## config.mk

```make
export PLATFORM = sky130hd
export DESIGN_NAME = wb_slave_timeout_guard
export DESIGN_NICKNAME = d
export VERILOG_FILES = /design/src/rtl/wb_slave_timeout_guard.sv
export SDC_FILE = /design/constraint.sdc
export NUM_CORES = 1
export LEC_CHECK = 0
export CAP_MARGIN = 20
export CORE_AREA = 2 2 82 84
export DETAILED_ROUTE_END_ITERATION = 8
export DIE_AREA = 0 0 84 86
export PLACE_DENSITY = 0.84
export SYNTH_ARGS = -nofsm -noshare
export SYNTH_HDL_FRONTEND = slang
export SYNTH_SLANG_ARGS = --single-unit
```

## constraint.sdc

```tcl
create_clock -name wb_clk_i -period 4.1 [get_ports wb_clk_i]
set_input_delay 0.615 -clock wb_clk_i [delete_from_list [all_inputs] [get_ports wb_clk_i]]
set_output_delay 0.615 -clock wb_clk_i [all_outputs]
set_load 0.01 [all_outputs]
```

## src/rtl/wb_slave_timeout_guard.sv

```systemverilog
// Wishbone classic slave guard: passes transfers through, aborts with err when the peripheral misses its ack budget.
// Optional status outputs (abort count, last aborted address) enabled by `define WB_TIMEOUT_STATUS_EN.
module wb_slave_timeout_guard #(
  parameter int ADDR_WIDTH     = 32,
  parameter int DATA_WIDTH     = 32,
  parameter int SEL_WIDTH      = 4,
  parameter int TIMEOUT_CYCLES = 255,
  parameter int CNT_WIDTH      = 8
) (
  input  logic                  wb_clk_i,
  input  logic                  wb_rst_i,
  input  logic                  m_wb_cyc_i,
  input  logic                  m_wb_stb_i,
  input  logic                  m_wb_we_i,
  input  logic [SEL_WIDTH-1:0]  m_wb_sel_i,
  input  logic [ADDR_WIDTH-1:0] m_wb_adr_i,
  input  logic [DATA_WIDTH-1:0] m_wb_dat_i,
  output logic [DATA_WIDTH-1:0] m_wb_dat_o,
  output logic                  m_wb_ack_o,
  output logic                  m_wb_err_o,
  output logic                  s_wb_cyc_o,
  output logic                  s_wb_stb_o,
  output logic                  s_wb_we_o,
  output logic [SEL_WIDTH-1:0]  s_wb_sel_o,
  output logic [ADDR_WIDTH-1:0] s_wb_adr_o,
  output logic [DATA_WIDTH-1:0] s_wb_dat_o,
  input  logic [DATA_WIDTH-1:0] s_wb_dat_i,
  input  logic                  s_wb_ack_i,
  input  logic                  s_wb_err_i,
  output logic                  timeout_o
`ifdef WB_TIMEOUT_STATUS_EN
  ,
  output logic [7:0]            to_count_o,
  output logic [ADDR_WIDTH-1:0] to_addr_o
`endif
);

  typedef enum logic [1:0] {ST_IDLE, ST_WAIT, ST_ABORT} state_t;

  // The counter holds the number of request cycles already spent without a
  // termination, so the last allowed cycle is seen when it equals TIMEOUT-1.
  localparam logic [CNT_WIDTH-1:0] LAST_CNT = CNT_WIDTH'(TIMEOUT_CYCLES - 1);

  state_t               state, state_nxt;
  logic [CNT_WIDTH-1:0] cnt, cnt_nxt;
  logic                 req, term, abort;

  assign req   = m_wb_cyc_i & m_wb_stb_i;
  assign term  = s_wb_ack_i | s_wb_err_i;
  assign abort = (state == ST_ABORT);

  always_ff @(posedge wb_clk_i or posedge wb_rst_i) begin
    if (wb_rst_i) begin
      state <= ST_IDLE;
      cnt   <= '0;
    end else begin
      state <= state_nxt;
      cnt   <= cnt_nxt;
    end
  end

  always_comb begin
    state_nxt = state;
    cnt_nxt   = cnt;
    case (state)
      ST_IDLE: begin
        if (req && !term) begin
          if (TIMEOUT_CYCLES == 1) begin
            state_nxt = ST_ABORT;
            cnt_nxt   = '0;
          end else begin
            state_nxt = ST_WAIT;
            cnt_nxt   = CNT_WIDTH'(1);
          end
        end
      end
      ST_WAIT: begin
        if (term || !req) begin
          state_nxt = ST_IDLE;
          cnt_nxt   = '0;
        end else if (cnt == LAST_CNT) begin
          state_nxt = ST_ABORT;
          cnt_nxt   = '0;
        end else begin
          cnt_nxt = cnt + CNT_WIDTH'(1);
        end
      end
      default: begin
        state_nxt = ST_IDLE;
        cnt_nxt   = '0;
      end
    endcase
  end

  // Terminations stay combinational outside ABORT so zero-wait slaves keep zero wait.
  assign s_wb_cyc_o = m_wb_cyc_i & ~abort & ~wb_rst_i;
  assign s_wb_stb_o = m_wb_stb_i & ~abort & ~wb_rst_i;
  assign s_wb_we_o  = m_wb_we_i;
  assign s_wb_sel_o = m_wb_sel_i;
  assign s_wb_adr_o = m_wb_adr_i;
  assign s_wb_dat_o = m_wb_dat_i;

  assign m_wb_ack_o = s_wb_ack_i & ~abort & ~wb_rst_i;
  assign m_wb_err_o = abort | (s_wb_err_i & ~wb_rst_i);
  assign m_wb_dat_o = (abort || wb_rst_i) ? '0 : s_wb_dat_i;
  assign timeout_o  = abort;

`ifdef WB_TIMEOUT_STATUS_EN
  always_ff @(posedge wb_clk_i or posedge wb_rst_i) begin
    if (wb_rst_i) begin
      to_count_o <= '0;
      to_addr_o  <= '0;
    end else if (state_nxt == ST_ABORT && state != ST_ABORT) begin
      if (to_count_o != 8'hFF) to_count_o <= to_count_o + 8'd1;
      to_addr_o <= m_wb_adr_i;
    end
  end
`endif

endmodule

```

==> reports/qor.csv <==
metric;value;unit
finalPower;0.3251;mW
num_vias;1033;
antenna_left;0;
grt_setup_unrepaired;false;
worst_r2r_path_depth;6;
dp_hpwl;2.824;mm
drt-initial-drc-count;41;
post_route_cells_drive_above_1_share;6.471;%
die_height;86;um
max_slew_margin;42.88;%
layout_min_cycle_time;3.184;ns
synth_top_cells_by_count;sky130_fd_sc_hd__buf_4, sky130_fd_sc_hd__and2_1, sky130_fd_sc_hd__dfrtp_1, sky130_fd_sc_hd__nor2_1, sky130_fd_sc_hd__xnor2_1;
fillerInstances;656;
ios;213;
worst_hold_startpoint;cnt[6]$_DFFE_PP0P_;
top_cell_type_s_share_of_synthesized_area;38.02;%
outcome;completed;
routabilityCongestion;0.7751;
timing.critical_path.required;3.48;ns
irDropWorstVdd;87.91;uV
synth.top_cells.by_area;sky130_fd_sc_hd__buf_4, sky130_fd_sc_hd__dfrtp_1, sky130_fd_sc_hd__and2_1;
powerDensity;192.2;mW/mm^2
min_period_over_period;77.67;%
rows;29;
crit_arrival;2.57;ns
layout.nets;281;
worst_pin_slew;0.8558;ns
cts_max_level;1;
clk_path_buf_depth;2;
grt_pass1_wl;5.264;mm
timing.critical_path.slowest_cell_delay;0.69;ns
hold_path_end;cnt[6]$_DFFE_PP0P_;
synth-async-reset-ratio;100.0;%
cpLargestDelayFamily;buffers and inverters;
final_setup_vio_count;0;
seq_area_frac_synth;18.37;%
critPathKind;primary input to output pin;
synth_ff_type;sky130_fd_sc_hd__dfrtp_1;
numCtsBuffers;3;
grtUsageTotal;9.279;%
synth.cell_area;0.001363;sq mm
clk_root_buffer_cell;sky130_fd_sc_hd__clkbuf_8;
synth_enable_flop_cells;0;
worstHoldPathType;flop to flop;
tns;0;ns
remaining_drc_errors;0;
routed_wirelength;3.314;mm
finalHoldViolations;0;
cell_chain_of_the_critical_path;clkdlybuf4s50_1 > nor2_2 > and2_1 > clkdlybuf4s50_1;
synth-seq-cells;10;
fin_max_slew_vios;0;
synthMostInstantiatedCell;sky130_fd_sc_hd__buf_4;
pin_count_of_the_biggest_net_entering_global_routing;36;
synth.yosys.warnings;0;
grt_remaining_overflow;0;
postCtsHoldBufs;0;
cpMostUsedCell;sky130_fd_sc_hd__clkdlybuf4s50_1;
total_iterations_of_the_first_detailed_routing_run;4;
die_area;0.007224;sq mm
area.growth.synth_to_final;24.15;%
p_leak;0.6402;nW
yosys.area.top_type;sky130_fd_sc_hd__buf_4;
via_count_of_the_first_global_routing_pass;1057;
cts_sinks;10;
setup.worst_path.start_class;primary input;
cts-resized-gates;0;
antennaDiodeCount;0;
worst_r2r_endpoint;cnt[7]$_DFFE_PP0P_;
clk_latency;0.24;ns
viasPerCell;4.182;
cts_post_setup_buffers_inserted;0;
floorplan.initialDensity;21.71;%
path_max_fanout;35;
worst-r2r-setup-slack;2.61;ns
cpMaxStageDelayCell;sky130_fd_sc_hd__nor2_2;
syn_area_per_cell;8.159;sq um
initial_antenna_violation_count;0;
critical_path.endpoint_type;output pin;
post_synth_inst_count;167;
timing.fmax;314.0;MHz
clkSlewWorstSetupHoldPaths;0.05;ns
worst_clock_skew;0.001002;ns
place.port_buffers;74;
r2r-start;cnt[0]$_DFFE_PP0P_;
tritoncts;yes;
mappedNetlistNets;276;
hold_path_cells;2;
max_cap_violation_count;0;
die-width;84;um
synthDistinctLibCells;28;
drt-wirelength-per-cell;13.42;um
core;0.006277;sq mm
critPathBufInv;2;
state kept, by name, indices dropped and copies added (netlist names):
name and count:
cnt 8, state 2
per-stage QoR:
step | cells | utilization (%) | cell area (sq um) | setup slack, ns | hold slack [ns]
floorplan | 167 | - | 1363 | 2.364 | 0.4634
global placement | 244 | 26.29 | 1650 | 0.9158 | 0.5292
detailed placement | 244 | 26.29 | 1650 | 0.8785 | 0.5452
CTS | 247 | 26.95 | 1692 | 0.8728 | 0.5581
global route | 247 | 26.95 | 1692 | 0.7181 | 0.5677
finish | 247 | 26.95 | 1692 | 0.9157 | 0.5552
power by group:
part	total, mW	internal [mW]	switching [mW]
clock network	0.102	0.0642	0.0378
logic	0.115	0.0755	0.0394
registers	0.108	0.103	0.00527
cell usage in the layout, fill, tap and decap left out:
cell type	n
sky130_fd_sc_hd__nor2b_4	1
sky130_fd_sc_hd__a211oi_2	3
sky130_fd_sc_hd__clkdlybuf4s50_1	74
sky130_fd_sc_hd__o21ai_0	1
sky130_fd_sc_hd__or3_1	1
sky130_fd_sc_hd__xnor2_1	6
sky130_fd_sc_hd__o21bai_4	1
sky130_fd_sc_hd__nor2_1	8
sky130_fd_sc_hd__and4bb_2	1
sky130_fd_sc_hd__and2_1	35
sky130_fd_sc_hd__ha_1	2
sky130_fd_sc_hd__nand3b_1	1
sky130_fd_sc_hd__nand4_1	2
sky130_fd_sc_hd__nand4bb_1	1
sky130_fd_sc_hd__a211oi_1	1
sky130_fd_sc_hd__a21o_1	1
sky130_fd_sc_hd__nand2_1	3
sky130_fd_sc_hd__a21boi_1	1
sky130_fd_sc_hd__a21oi_1	3
sky130_fd_sc_hd__clkbuf_8	3
sky130_fd_sc_hd__nand3_1	3
sky130_fd_sc_hd__dfrtp_1	10
sky130_fd_sc_hd__a221oi_1	1
sky130_fd_sc_hd__o211a_1	1
sky130_fd_sc_hd__inv_1	3
sky130_fd_sc_hd__nor2_2	2
sky130_fd_sc_hd__nor3_1	1
kinds of logic after synthesis:
kind of cell | synth area share, %
adders and majority gates | 1.836
AOI/OAI and AO/OA | 8.632
DFF | 18.37
buffers and inverters | 41.14
xor gates and xnor gates | 3.857
and+or+nand+nor | 26.17
how the worst max path moves through the flow:
stage	startpoint	to	slack, ns	cells past startpoint
5_1_grt	wb_rst_i	s_wb_stb_o	0.72	4
6_report	wb_rst_i	s_wb_stb_o	0.92	4
4_1_cts	wb_rst_i	s_wb_stb_o	0.87	4
3_5_place_dp	wb_rst_i	s_wb_stb_o	0.88	4
3_3_place_gp	wb_rst_i	s_wb_stb_o	0.92	4
2_1_floorplan	wb_rst_i	m_wb_dat_o[10]	2.36	3
metal layers:
layer  vias to the layer above  global-route usage, %  part of all wire, %
met4                         0                  6.452                  4.6
met5                         -                      0                    0
met3                        17                  4.235                   12
met2                        69                  17.02                   51
li1                        466                      -                    -
met1                       481                  8.039                   33
worst register-to-register path, cell delays in order, from the launching register on:
cell and delay [ns]:
sky130_fd_sc_hd__dfrtp_1 0.41, sky130_fd_sc_hd__inv_1 0.11, sky130_fd_sc_hd__ha_1 0.16, sky130_fd_sc_hd__nand4_1 0.14, sky130_fd_sc_hd__o211a_1 0.28, sky130_fd_sc_hd__o21bai_4 0.21
sky130_fd_sc_hd__nor2_1 0.08
layout make-up:
class / count / area [sq um] / area share [%]
clock buffers: 3 / 41.29 / 2.441
inverters: 3 / 11.26 / 0.6657
multi-input cells: 80 / 551.8 / 32.62
flip-flops and latches: 10 / 250.2 / 14.79
well taps: 77 / 96.34 / 5.695
repair buffers: 74 / 740.7 / 43.79
Note: power is estimated with default switching activity, not from simulation.
